`src/rtl/stack_cpu_pkg.sv`:
```
// Shared encodings for the stack-machine controller: opcodes, FSM states,
// ALU operation codes, ALU-A source selects and the packed strobe bundle.
package stack_cpu_pkg;

    localparam logic [2:0] OP_ADD  = 3'b000;
    localparam logic [2:0] OP_SUB  = 3'b001;
    localparam logic [2:0] OP_AND  = 3'b010;
    localparam logic [2:0] OP_NOT  = 3'b011;
    localparam logic [2:0] OP_PUSH = 3'b100;
    localparam logic [2:0] OP_POP  = 3'b101;
    localparam logic [2:0] OP_JMP  = 3'b110;
    localparam logic [2:0] OP_JZ   = 3'b111;

    typedef enum logic [3:0] {
        S_IF     = 4'd0,
        S_ID     = 4'd1,
        S_POP1   = 4'd2,
        S_POP2   = 4'd3,
        S_LDB    = 4'd4,
        S_LDA    = 4'd5,
        S_TOSRD  = 4'd6,
        S_EXEC   = 4'd7,
        S_WB     = 4'd8,
        S_MEMRD  = 4'd9,
        S_PUSHWB = 4'd10,
        S_MEMWR  = 4'd11,
        S_JMP    = 4'd12,
        S_BRZ    = 4'd13
    } state_t;

    localparam logic [1:0] ALU_ADD = 2'b00;
    localparam logic [1:0] ALU_SUB = 2'b01;
    localparam logic [1:0] ALU_AND = 2'b10;

    localparam logic [1:0] SRCA_PC = 2'b00;
    localparam logic [1:0] SRCA_FF = 2'b01;
    localparam logic [1:0] SRCA_A  = 2'b10;

    typedef struct packed {
        logic       push;
        logic       pop;
        logic       tos;
        logic       pc_write;
        logic       pc_write_cond;
        logic       iord;
        logic       mem_read;
        logic       mem_write;
        logic       ir_write;
        logic       stack_src;
        logic       ld_a;
        logic       ld_b;
        logic [1:0] alu_src_a;
        logic       alu_src_b;
        logic       pc_src;
        logic [1:0] alu_ctrl;
    } ctrl_t;

    function automatic logic is_arith(input logic [2:0] op);
        return (op == OP_ADD) || (op == OP_SUB) || (op == OP_AND);
    endfunction

endpackage

```
`src/rtl/stack_ctrl_decode.sv`:
```
// Combinational Moore decode: current state -> datapath strobes.
// The opcode only matters in EXEC, where it picks the ALU operation.
module stack_ctrl_decode
    import stack_cpu_pkg::*;
(
    input  state_t     state,
    input  logic [2:0] opc,
    output ctrl_t      ctrl
);

    // Strobe table; everything not named in a state stays low
    always_comb begin
        ctrl = '0;
        case (state)
            S_IF: begin
                ctrl.mem_read  = 1'b1;
                ctrl.ir_write  = 1'b1;
                ctrl.alu_src_a = SRCA_PC;
                ctrl.alu_src_b = 1'b1;
                ctrl.alu_ctrl  = ALU_ADD;
                ctrl.pc_write  = 1'b1;
            end
            S_ID:    ctrl = '0;
            S_POP1:  ctrl.pop = 1'b1;
            S_POP2: begin
                ctrl.pop  = 1'b1;
                ctrl.ld_b = 1'b1;
            end
            S_LDB:   ctrl.ld_b = 1'b1;
            S_LDA:   ctrl.ld_a = 1'b1;
            S_TOSRD: ctrl.tos  = 1'b1;
            S_EXEC: begin
                ctrl.alu_src_b = 1'b0;
                case (opc)
                    OP_SUB: begin
                        ctrl.alu_src_a = SRCA_A;
                        ctrl.alu_ctrl  = ALU_SUB;
                    end
                    OP_AND: begin
                        ctrl.alu_src_a = SRCA_A;
                        ctrl.alu_ctrl  = ALU_AND;
                    end
                    // 255 - B is the bitwise complement of B
                    OP_NOT: begin
                        ctrl.alu_src_a = SRCA_FF;
                        ctrl.alu_ctrl  = ALU_SUB;
                    end
                    default: begin
                        ctrl.alu_src_a = SRCA_A;
                        ctrl.alu_ctrl  = ALU_ADD;
                    end
                endcase
            end
            S_WB:    ctrl.push = 1'b1;
            S_MEMRD: begin
                ctrl.iord     = 1'b1;
                ctrl.mem_read = 1'b1;
            end
            S_PUSHWB: begin
                ctrl.stack_src = 1'b1;
                ctrl.push      = 1'b1;
            end
            S_MEMWR: begin
                ctrl.iord      = 1'b1;
                ctrl.mem_write = 1'b1;
            end
            S_JMP: begin
                ctrl.pc_src   = 1'b1;
                ctrl.pc_write = 1'b1;
            end
            S_BRZ: begin
                ctrl.pc_src        = 1'b1;
                ctrl.pc_write_cond = 1'b1;
            end
            default: ctrl = '0;
        endcase
    end

endmodule

```
`src/rtl/stack_cpu_controller.sv`:
```
// Multicycle control FSM for the 8-bit stack machine: state register,
// opcode-driven next-state logic, and reset gating of the decoded strobes.
module stack_cpu_controller
    import stack_cpu_pkg::*;
#(
    parameter int OPC_W   = 3,
    parameter int STATE_W = 4
) (
    input  logic               clk,
    input  logic               rst,
    input  logic [OPC_W-1:0]   opc,
    output logic               push,
    output logic               pop,
    output logic               tos,
    output logic               pc_write,
    output logic               pc_write_cond,
    output logic               iord,
    output logic               mem_read,
    output logic               mem_write,
    output logic               ir_write,
    output logic               stack_src,
    output logic               ld_a,
    output logic               ld_b,
    output logic [1:0]         alu_src_a,
    output logic               alu_src_b,
    output logic               pc_src,
    output logic [1:0]         alu_ctrl,
    output logic [STATE_W-1:0] state_o
);

    state_t state;
    state_t state_next;
    ctrl_t  ctrl;
    ctrl_t  ctrl_out;

    // State register; reset aborts any instruction and restarts at fetch
    always_ff @(posedge clk or posedge rst) begin
        if (rst) begin
            state <= S_IF;
        end else begin
            state <= state_next;
        end
    end

    // Next-state selection; unused encodings fall back to fetch
    always_comb begin
        state_next = S_IF;
        case (state)
            S_IF: state_next = S_ID;
            S_ID: begin
                if (!opc[2]) begin
                    state_next = S_POP1;
                end else begin
                    case (opc)
                        OP_PUSH: state_next = S_MEMRD;
                        OP_POP:  state_next = S_POP1;
                        OP_JMP:  state_next = S_JMP;
                        default: state_next = S_TOSRD;
                    endcase
                end
            end
            S_POP1: begin
                if (is_arith(opc)) begin
                    state_next = S_POP2;
                end else if (opc == OP_NOT) begin
                    state_next = S_LDB;
                end else if (opc == OP_POP) begin
                    state_next = S_LDA;
                end else begin
                    state_next = S_IF;
                end
            end
            S_POP2:  state_next = S_LDA;
            S_LDB:   state_next = S_EXEC;
            S_LDA: begin
                if (is_arith(opc)) begin
                    state_next = S_EXEC;
                end else if (opc == OP_POP) begin
                    state_next = S_MEMWR;
                end else if (opc == OP_JZ) begin
                    state_next = S_BRZ;
                end else begin
                    state_next = S_IF;
                end
            end
            S_TOSRD:  state_next = S_LDA;
            S_EXEC:   state_next = S_WB;
            S_MEMRD:  state_next = S_PUSHWB;
            default:  state_next = S_IF;
        endcase
    end

    stack_ctrl_decode u_decode (
        .state (state),
        .opc   (opc),
        .ctrl  (ctrl)
    );

    // No strobe may reach the datapath while reset is held
    always_comb begin
        if (rst) begin
            ctrl_out = '0;
            state_o  = '0;
        end else begin
            ctrl_out = ctrl;
            state_o  = state;
        end
    end

    assign push          = ctrl_out.push;
    assign pop           = ctrl_out.pop;
    assign tos           = ctrl_out.tos;
    assign pc_write      = ctrl_out.pc_write;
    assign pc_write_cond = ctrl_out.pc_write_cond;
    assign iord          = ctrl_out.iord;
    assign mem_read      = ctrl_out.mem_read;
    assign mem_write     = ctrl_out.mem_write;
    assign ir_write      = ctrl_out.ir_write;
    assign stack_src     = ctrl_out.stack_src;
    assign ld_a          = ctrl_out.ld_a;
    assign ld_b          = ctrl_out.ld_b;
    assign alu_src_a     = ctrl_out.alu_src_a;
    assign alu_src_b     = ctrl_out.alu_src_b;
    assign pc_src        = ctrl_out.pc_src;
    assign alu_ctrl      = ctrl_out.alu_ctrl;

endmodule
```
`config.mk`:
```
export PLATFORM = sky130hd
export DESIGN_NAME = stack_cpu_controller
export DESIGN_NICKNAME = d
export VERILOG_FILES = /design/src/rtl/stack_cpu_pkg.sv /design/src/rtl/stack_ctrl_decode.sv /design/src/rtl/stack_cpu_controller.sv
export SDC_FILE = /design/constraint.sdc
export NUM_CORES = 1
export LEC_CHECK = 0
export CAP_MARGIN = 20
export CORE_MARGIN = 3
export CORE_UTILIZATION = 30
export CTS_BUF_LIST = sky130_fd_sc_hd__clkbuf_8
export DETAILED_ROUTE_END_ITERATION = 12
export PLACE_DENSITY = 0.61
export SLEW_MARGIN = 25
export SYNTH_ARGS = -nofsm -noshare
export SYNTH_HDL_FRONTEND = slang
export SYNTH_HIERARCHICAL = 1
export SYNTH_SLANG_ARGS = --single-unit
```
`constraint.sdc`:
```
create_clock -name clk -period 2 [get_ports clk]
set_clock_uncertainty 0.05 [all_clocks]
set_input_delay 0.6 -clock clk [delete_from_list [all_inputs] [get_ports clk]]
set_output_delay 0.6 -clock clk [all_outputs]
set_load 0.01 [all_outputs]
```
Word level (Yosys, flattened, before mapping)
Cells that the tools add are included.
{"block": "op_classes", "n_reduce_logical": 13, "mux": 28, "eq_ne": 20}
{"cell": "4-bit case mux with 8 select lines", "count": 1}
{"cell": "4-bit equality test, second input constant", "count": 6}
{"cell": "4-bit 2-to-1 mux", "count": 5}
{"cell": "18-bit 2-to-1 mux", "count": 1}
{"cell": "2-bit OR reduction", "count": 9}
{"cell": "4-bit by 3-bit equality test with 1-bit output, second input constant", "count": 4}
{"cell": "1-bit 2-to-1 mux", "count": 13}
{"cell": "3-bit equality test, second input constant", "count": 4}
{"cell": "4-bit case mux with 3 select lines", "count": 1}
{"cell": "3-bit 2-to-1 mux", "count": 3}
{"cell": "4-bit by 2-bit equality test with 1-bit output, second input constant", "count": 2}
{"cell": "3-bit by 2-bit equality test with 1-bit output, second input constant", "count": 2}
{"cell": "3-bit case mux with 2 select lines", "count": 1}
{"cell": "4-bit by 1-bit equality test with 1-bit output, second input constant", "count": 1}
{"cell": "4-bit zero test", "count": 1}
{"cell": "2-bit 2-to-1 mux", "count": 2}
{"cell": "2-bit case mux with 2 select lines", "count": 1}
{"cell": "3-bit by 1-bit equality test with 1-bit output, second input constant", "count": 1}
{"cell": "3-bit zero test", "count": 1}
{"cell": "1-bit logical OR", "count": 2}
{"block": "totals", "word_cells": 62, "output_inout_bits": 22, "ff_bits": 4}

Longest topological paths before layout
Gate-level depths: netlist of the first run.
{"block": "logic_depth", "word_depth": 5, "depth_mapped": 4}

Cells and area by module
The synthesis of the first run kept the hierarchy.
{"mod": "stack_cpu_controller", "instances": 1, "area_per_inst_um2": 500.5, "seq_area_each_um2": 100.1, "cells_per_inst": 66}
{"mod": "stack_ctrl_decode", "instances": 1, "area_per_inst_um2": 198.9, "seq_area_each_um2": 0.0, "cells_per_inst": 33}

Least setup slack after synthesis of the first run
Ideal clock, no wire load.
{"block": "synth_timing", "path_type": "register to output", "start": "register state[3]", "end": "output port ld_b", "required_ps": 1350, "path_slack_ps": -6, "path_buffers": 1, "arrival_ps": 1356, "stages_incl_launch_ff": 5, "path_cell_list": "dfrtp_1 buf_6 or4b_1 o31ai_1 nor2b_1"}
{"element": "start: declaration", "line_no": "stack_cpu_controller.sv:31", "source": "state_t state;"}
{"element": "start signal: assignment", "line_no": "stack_cpu_controller.sv:41", "source": "state <= state_next;"}
{"element": "end: declaration", "line_no": "stack_cpu_controller.sv:23", "source": "output logic ld_b,"}

==> out/summary.md, run 1 <==
## Run
- 0 — max-capacitance violation count

## Power and ir drop
- 1270 nW/µm² — ratio of total power to cell area
- 747 µV — IR Drop Worst-Case VDD
- 1.44 mW — power after layout
- 0.546 nW — leak pwr

## Clock tree
- 4 — TritonCTS sink count
- 0 — hold buffer count at CTS
- 3 — number of buffers inserted during clock tree synthesis
- 0.22 ns — worst skew pair latency
- 2 — CTS max path bufs
- sky130_fd_sc_hd__clkbuf_8 — CTS Root Cell
- 0.03 ns — post-CTS clock slew at the launch and capture registers of the worst setup and hold paths
- 1 — H-tree lvl count
- yes — clock tree from TritonCTS

## Worst setup path
- 1.51 ns — endpoint arrival time on the critical path
- 5 — Worst Reg-to-Reg Cells
- simple AND/OR/NAND/NOR gates — CP delay by family, top
- state[0] — R2R Path End
- sky130_fd_sc_hd__dfrtp_1 — cell with the largest stage delay on the worst path
- 0.49 ns — setup slack, reg-to-reg
- 4 — worst-path fanout max
- buf_6, nand4b_1, nor4bb_1, nor2b_1, buf_2 — cell breakdown of the critical path
- 0.38 ns — worst stage delay on the critical path
- state[0] — CP Launch Point
- output port — critical path capture point type
- 2 — CP Buf/Inv Count
- 1.35 ns — critical path data required time
- state[2] — beginning of the worst register-to-register path
- register — critical path startpoint category
- reg -> out — Setup Crit Path Kind

## Layout
- 4 — flip-flop count of the largest register after layout
- 1140 µm² — post-layout instance area
- state — most flop-heavy register
- state: 4 flops — registers with the most flip-flops
- 46.4% — fraction of final layout cells with drive strength greater than 1
- 213 — Filler Cell Count
- 147 — Final #Nets
- 62.4% — area growth from synthesis to final layout
- 0 — antenna diode instance count

## Place
- 1350 µm — half-perimeter wire length after detailed placement
- 26 — Port-buffer cells
- 1070 µm² — cell area reported after detailed placement
- 0.830 — global placement routability congestion

## Floorplanning
- 54.3 µm — die span in y
- 54.3 µm — Horiz. Die Dim
- 16 — row cnt
- 27 — number of placed I/O pins
- 2080 µm² — area of the placeable core
- 33.6% — Starting Density
- 2950 µm² — full die area

## STA
- 0 — Hold Vio Cnt, Final
- -0.626 ns — summed negative setup slack over all endpoints
- 7 — final number of setup-violating endpoints
- 463 MHz — maximum clock frequency
- yes — unrepaired setup endpoints after global routing
- -0.162 ns — Worst Setup Slack, final
- 80.2% — Rel. slew slack
- 2.16 ns — minimum clock period after layout
- 0.294 ns — transition time of the tightest slew-check pin
- 108% — Period Utilization, post-route
- 0.618 ns — worst hold slack across all endpoints
- 0 — max-slew violation count

## Drt
- 4.93 — average via count per standard cell
- met3 — uppermost routed layer
- 1930 µm — Total Routed Length
- 0 — number of remaining DRC errors
- 937 µm — routed wire length on met2
- 850 µm — routed metal-1 wirelength
- 145 µm — met3 routed wirelength
- 0 — Routed Antenna Nets
- 11.6 µm — per-cell routed wire length
- 9 — DRC violation total after the first TritonRoute iteration
- 2 — first drt pass iteration count
- 824 — count of vias placed by the detailed router

## Yosys
- 1.25% — xor and xnor area share after synthesis
- 23 x sky130_fd_sc_hd__nor2b_1, 9 x sky130_fd_sc_hd__nor2_1, 6 x sky130_fd_sc_hd__nand2_1 — list of most frequent post-synthesis cells
- sky130_fd_sc_hd__nor2b_1 — most instantiated library cell after synthesis
- 7.06 µm² — synthesized area per cell
- sky130_fd_sc_hd__nor2b_1 — dominant cell type by area after synthesis
- 36 — count of unique library cells instantiated by Yosys
- 0 — number of enable-type register cells in the synthesized netlist
- 104 — Syn Nets
- 0% — arithmetic-cell share of the synthesized area counting full adders, half adders and majority gates
- 99 — Mapped Cells
- 0% — fraction of synthesized area in multiplexers
- 20.6% — Synth top area share
- 6 — count of yosys warnings during synthesis
- 51.5% — fraction of the mapped netlist area in simple logic gates
- simple AND/OR/NAND/NOR gates — dominant combinational cell family by area after synthesis
- 4 — number of synthesized register bits
- 699 µm² — Netlist Area Pre-Place
- sky130_fd_sc_hd__dfrtp_1 — Synth Flop Type
- 14.3% — sequential area share after synthesis
- sky130_fd_sc_hd__nor2b_1 21%, sky130_fd_sc_hd__dfrtp_1 14%, sky130_fd_sc_hd__buf_6 6.4% — largest cells by area after synthesis
- 100% — proportion of register bits with asynchronous set or reset after synthesis
- 18.1% — Synth Area in Compound Gates

## Run status
- finished, violations left — outcome
- setup timing — failing checks

## Global routing
- 14.0% — total track usage
- 13 — pin count of the biggest net entering global routing
- 3080 µm — wire length of the first global-routing pass
- 711 — vias in the first global route
- 0 — overall overflow remaining after global route
- 0 — initial antenna violation count

## Min path
- in -> async — type of the tightest min-delay check

-- routing by layer --
layer,track usage (%),vias up
met5,0,-
met4,2.49,0
met3,3.27,0
met2,23.9,31
met1,18.1,372
li1,-,421
-- tightest hold or removal path: stages --
cell and delay (ns):
sky130_fd_sc_hd__clkdlybuf4s15_2 0.22, sky130_fd_sc_hd__bufbuf_16 0.29, sky130_fd_sc_hd__inv_1 0.13
-- cells in the final DEF (no fill, tap or decap), drive strengths merged, types with 3 or more instances in the layout --
master	netlist	final
dfrtp	4	4
nor3b	3	3
clkdlybuf4s15	0	4
nor2b	23	23
nor3	4	4
buf	9	41
nor2	9	9
a21oi	5	5
nand2	6	6
inv	5	5
clkbuf	2	4
nand2b	4	4
o21ai	3	3
-- through the flow --
stage	setup WS (ns)	utilization, %	cells
floorplan	0.0271	-	99
global placement	-0.732	51.2	160
detailed placement	-0.719	51.2	160
CTS	-0.181	52.2	164
global route	-0.220	54.6	167
finish	-0.162	54.6	167
-- final cells by class --
cell class / count / area (µm²) / area share, %
tap: 27 / 33.8 / 2.97
clock buffer: 3 / 41.3 / 3.63
multi-input combinational: 79 / 564 / 49.7
inverter: 5 / 18.8 / 1.65
timing repair buffer: 49 / 378 / 33.3
sequential: 4 / 100 / 8.81
-- report_power, final --
group	total (mW)	switching, mW	internal (mW)
clock network	0.172	0.0433	0.128
registers	0.170	0.0453	0.124
logic	1.10	0.514	0.585
-- cell families (layout without fill, tap and decap cells) --
| logic type | after synthesis | count (layout) |
|---|---|---|
| simple gates | 59 | 59 |
| xor+xnor | 1 | 1 |
| flops | 4 | 4 |
| buf+inv | 16 | 57 |
| compound gates | 19 | 19 |
-- repair_timing --
action,CTS,global route
resized for setup,86,21
endpoints found under the setup margin,22,20
cloned,1,0
setup buffers,0,3
pin swaps,4,6
-- how the worst max path moves through the flow --
stage,end,cells past startpoint
finish,alu_src_a[0],5
floorplan,ld_b,4
global route,ld_b,4
detailed placement,alu_ctrl[1],4
CTS,alu_ctrl[1],5
global placement,alu_ctrl[1],4
(Power assumes the default switching activity.)
==> run 2, diff against run 1 <==
--- a/config.mk
+++ b/config.mk
@@ -9,6 +9,7 @@
 export CORE_MARGIN = 3
 export CORE_UTILIZATION = 30
 export CTS_BUF_LIST = sky130_fd_sc_hd__clkbuf_8
+export CTS_CLUSTER_DIAMETER = 120
 export DETAILED_ROUTE_END_ITERATION = 12
 export PLACE_DENSITY = 0.61
 export SLEW_MARGIN = 25
==> results of run 2 <==
No change in the layout: final DEF, timing and power equal those of run 1.
==> run 3, diff against run 2 <==
--- a/config.mk
+++ b/config.mk
@@ -5,13 +5,12 @@
 export SDC_FILE = /design/constraint.sdc
 export NUM_CORES = 1
 export LEC_CHECK = 0
-export CAP_MARGIN = 20
 export CORE_MARGIN = 3
 export CORE_UTILIZATION = 30
 export CTS_BUF_LIST = sky130_fd_sc_hd__clkbuf_8
 export CTS_CLUSTER_DIAMETER = 120
 export DETAILED_ROUTE_END_ITERATION = 12
-export PLACE_DENSITY = 0.61
+export PLACE_DENSITY_LB_ADDON = 0.1
 export SLEW_MARGIN = 25
 export SYNTH_ARGS = -nofsm -noshare
 export SYNTH_HDL_FRONTEND = slang
==> out/summary.md, run 3 (synthesized netlist as in run 1, its figures left out) <==
## Layout
- 228 — Filler Cell Count, +7.0%
- 1120 µm² — post-layout instance area, -1.5%
- 147 — Final #Nets, unchanged
- 0 — antenna diode instance count, unchanged
- 4 — flip-flop count of the largest register after layout, unchanged
- sky130_fd_sc_hd__nor2b_1 — most common cell after layout, fill and taps aside
- 46.4% — fraction of final layout cells with drive strength greater than 1, unchanged
- 59.9% — area growth from synthesis to final layout
- 100 µm² — Sequential cell area, unchanged
- 22 x sky130_fd_sc_hd__nor2b_1, 21 x sky130_fd_sc_hd__buf_2, 15 x sky130_fd_sc_hd__buf_4 — most frequent cells in the layout
- 167 — final standard cell count with taps included and fillers excluded, unchanged
- state — most flop-heavy register
- 569 µm² — area of the multi-input gates, +0.89%
- state: 4 flops — registers with the most flip-flops

## Place
- 0.816 — global placement routability congestion, -1.7%
- 158 — Placed Cells, -1.3%
- 26 — Port-buffer cells, unchanged
- 1420 µm — half-perimeter wire length after detailed placement, +5.2%
- 1040 µm² — cell area reported after detailed placement, -2.6%

## Worst setup path
- 1.49 ns — endpoint arrival time on the critical path, -0.02 ns
- sky130_fd_sc_hd__or4b_1 — cell with the largest stage delay on the worst path
- register — critical path startpoint category
- reg -> out — Setup Crit Path Kind
- 6 — Worst Reg-to-Reg Cells, +1
- or4b_1, o31ai_2, nor2b_2, buf_2 — cell breakdown of the critical path
- 3 — worst-path fanout max, -1
- 0.52 ns — worst stage delay on the critical path, +0.14 ns
- 1 — CP Buf/Inv Count, -1
- simple AND/OR/NAND/NOR gates — CP delay by family, top
- output port — critical path capture point type
- 4 — stages on the worst setup path, -1
- 1.35 ns — critical path data required time, about the same

## Clock tree
- 4 — TritonCTS sink count, unchanged
- yes — clock tree from TritonCTS
- sky130_fd_sc_hd__clkbuf_8 — CTS Root Cell
- 0.03 ns — post-CTS clock slew at the launch and capture registers of the worst setup and hold paths, about the same
- 2 — CTS max path bufs, unchanged
- 3 — number of buffers inserted during clock tree synthesis, unchanged
- 1 — H-tree lvl count, unchanged
- 0.21 ns — worst skew pair latency, about the same

## STA
- -0.633 ns — summed negative setup slack over all endpoints, -0.00721 ns
- 8 — final number of setup-violating endpoints, +1
- 467 MHz — maximum clock frequency, +1.0%
- -0.140 ns — Worst Setup Slack, final, +0.0215 ns
- 84.8% — Rel. slew slack, +4.6 points
- 0.226 ns — transition time of the tightest slew-check pin, -0.0682 ns
- 0 — Hold Vio Cnt, Final, unchanged
- 0 — max-slew violation count, unchanged
- 107% — Period Utilization, post-route, -1.1 points
- 2.14 ns — minimum clock period after layout, -0.0215 ns
- yes — unrepaired setup endpoints after global routing

## Drt
- 6 — DRC violation total after the first TritonRoute iteration, -3
- 4 — first drt pass iteration count, +2
- 4.99 — average via count per standard cell, +1.1%
- 833 — count of vias placed by the detailed router, +1.1%
- 12.4 µm — per-cell routed wire length, +7.0%
- 0 — number of remaining DRC errors, unchanged
- 0 — Routed Antenna Nets, unchanged
- 2070 µm — Total Routed Length, +7.0%

## Power and ir drop
- 746 µV — IR Drop Worst-Case VDD, -0.16%
- 1290 nW/µm² — ratio of total power to cell area, +1.7%
- 0.539 nW — leak pwr, -1.2%

## Global routing
- 15.4% — total track usage, +1.3 points
- 3350 µm — wire length of the first global-routing pass, +8.7%
- 0 — overall overflow remaining after global route, unchanged
- 798 — vias in the first global route, +12%
- 0 — initial antenna violation count, unchanged
- 17 — pin count of the biggest net entering global routing, +4

## Run
- 0 — max-capacitance violation count, unchanged

## Run status
- setup timing — failing checks
- finished, violations left — outcome

## Floorplanning
- 33.6% — Starting Density, unchanged
- 27 — number of placed I/O pins, unchanged
- 54.3 µm — die span in y, unchanged
- 16 — row cnt, unchanged
- 54.3 µm — Horiz. Die Dim, unchanged
- 2950 µm² — full die area, unchanged
- 2080 µm² — area of the placeable core, unchanged

## Min path
- in -> async — type of the tightest min-delay check

[run 3: worst register-to-register path, delay by kind of cell, from the launching register on]
family                 cells  cell delay [ns]
AND/OR/NAND/NOR            1             0.38
AO/OA/AOI/OAI              2             0.20
flip-flops                 1             0.39
buffers and inverters      3             0.41
[run 3: layer usage]
layer	part of all wire, %	global-route usage [%]	vias up
met1	40	16.4	392
li1	-	-	427
met4	0	8.30	0
met2	57	29.1	14
met5	0	0	-
met3	3.9	1.63	0
[run 3: layout make-up]
cell class | count | area share (%)
inverters | 5 | 1.68
repair buffers | 49 | 31.8
multi-input cells | 79 | 50.9
well taps | 27 | 3.02
clock buffers | 3 | 3.69
flip-flops and latches | 4 | 8.95
[run 3: metrics by stage]
step | total power, mW | utilization, % | setup WS [ns] | hold slack (ns)
after global placement | 1.12 | 49.9 | -0.698 | 0.582
after detailed placement | 1.13 | 49.9 | -0.748 | 0.580
after global routing | 1.57 | 53.7 | -0.284 | 0.548
final | 1.44 | 53.7 | -0.140 | 0.514
after CTS | 1.34 | 51.2 | -0.168 | 0.515
after floorplan | 0.776 | - | 0.0271 | 0.485
[run 3: path summary, 6_finish.rpt]
check,startpoint,endpoint,slack (ns)
worst min-delay path,rst,state[0],0.51
max in group asynchronous,rst,state[2],1.24
worst max register to register,state[0],state[0],0.45
worst max-delay path,state[0],ld_b,-0.14
worst min register to register,state[3],state[1],0.58
min in group clk,state[3],state[1],0.58
[run 3: timing repair]
item,CTS,global route
pin swaps,3,4
hold endpoints to repair,0,0
hold buffers,0,0
buffers inserted,3,1
resized for setup,101,12
gates cloned,2,0
setup endpoints to repair,22,16
[run 3: where the power goes]
group / switching (mW) / internal, mW / leakage, nW / total [mW]
Sequential: 0.0333 / 0.124 / 0.0492 / 0.158
Clock: 0.0402 / 0.128 / 0.0216 / 0.168
Combinational: 0.546 / 0.570 / 0.468 / 1.12
Total: 0.619 / 0.823 / 0.539 / 1.44
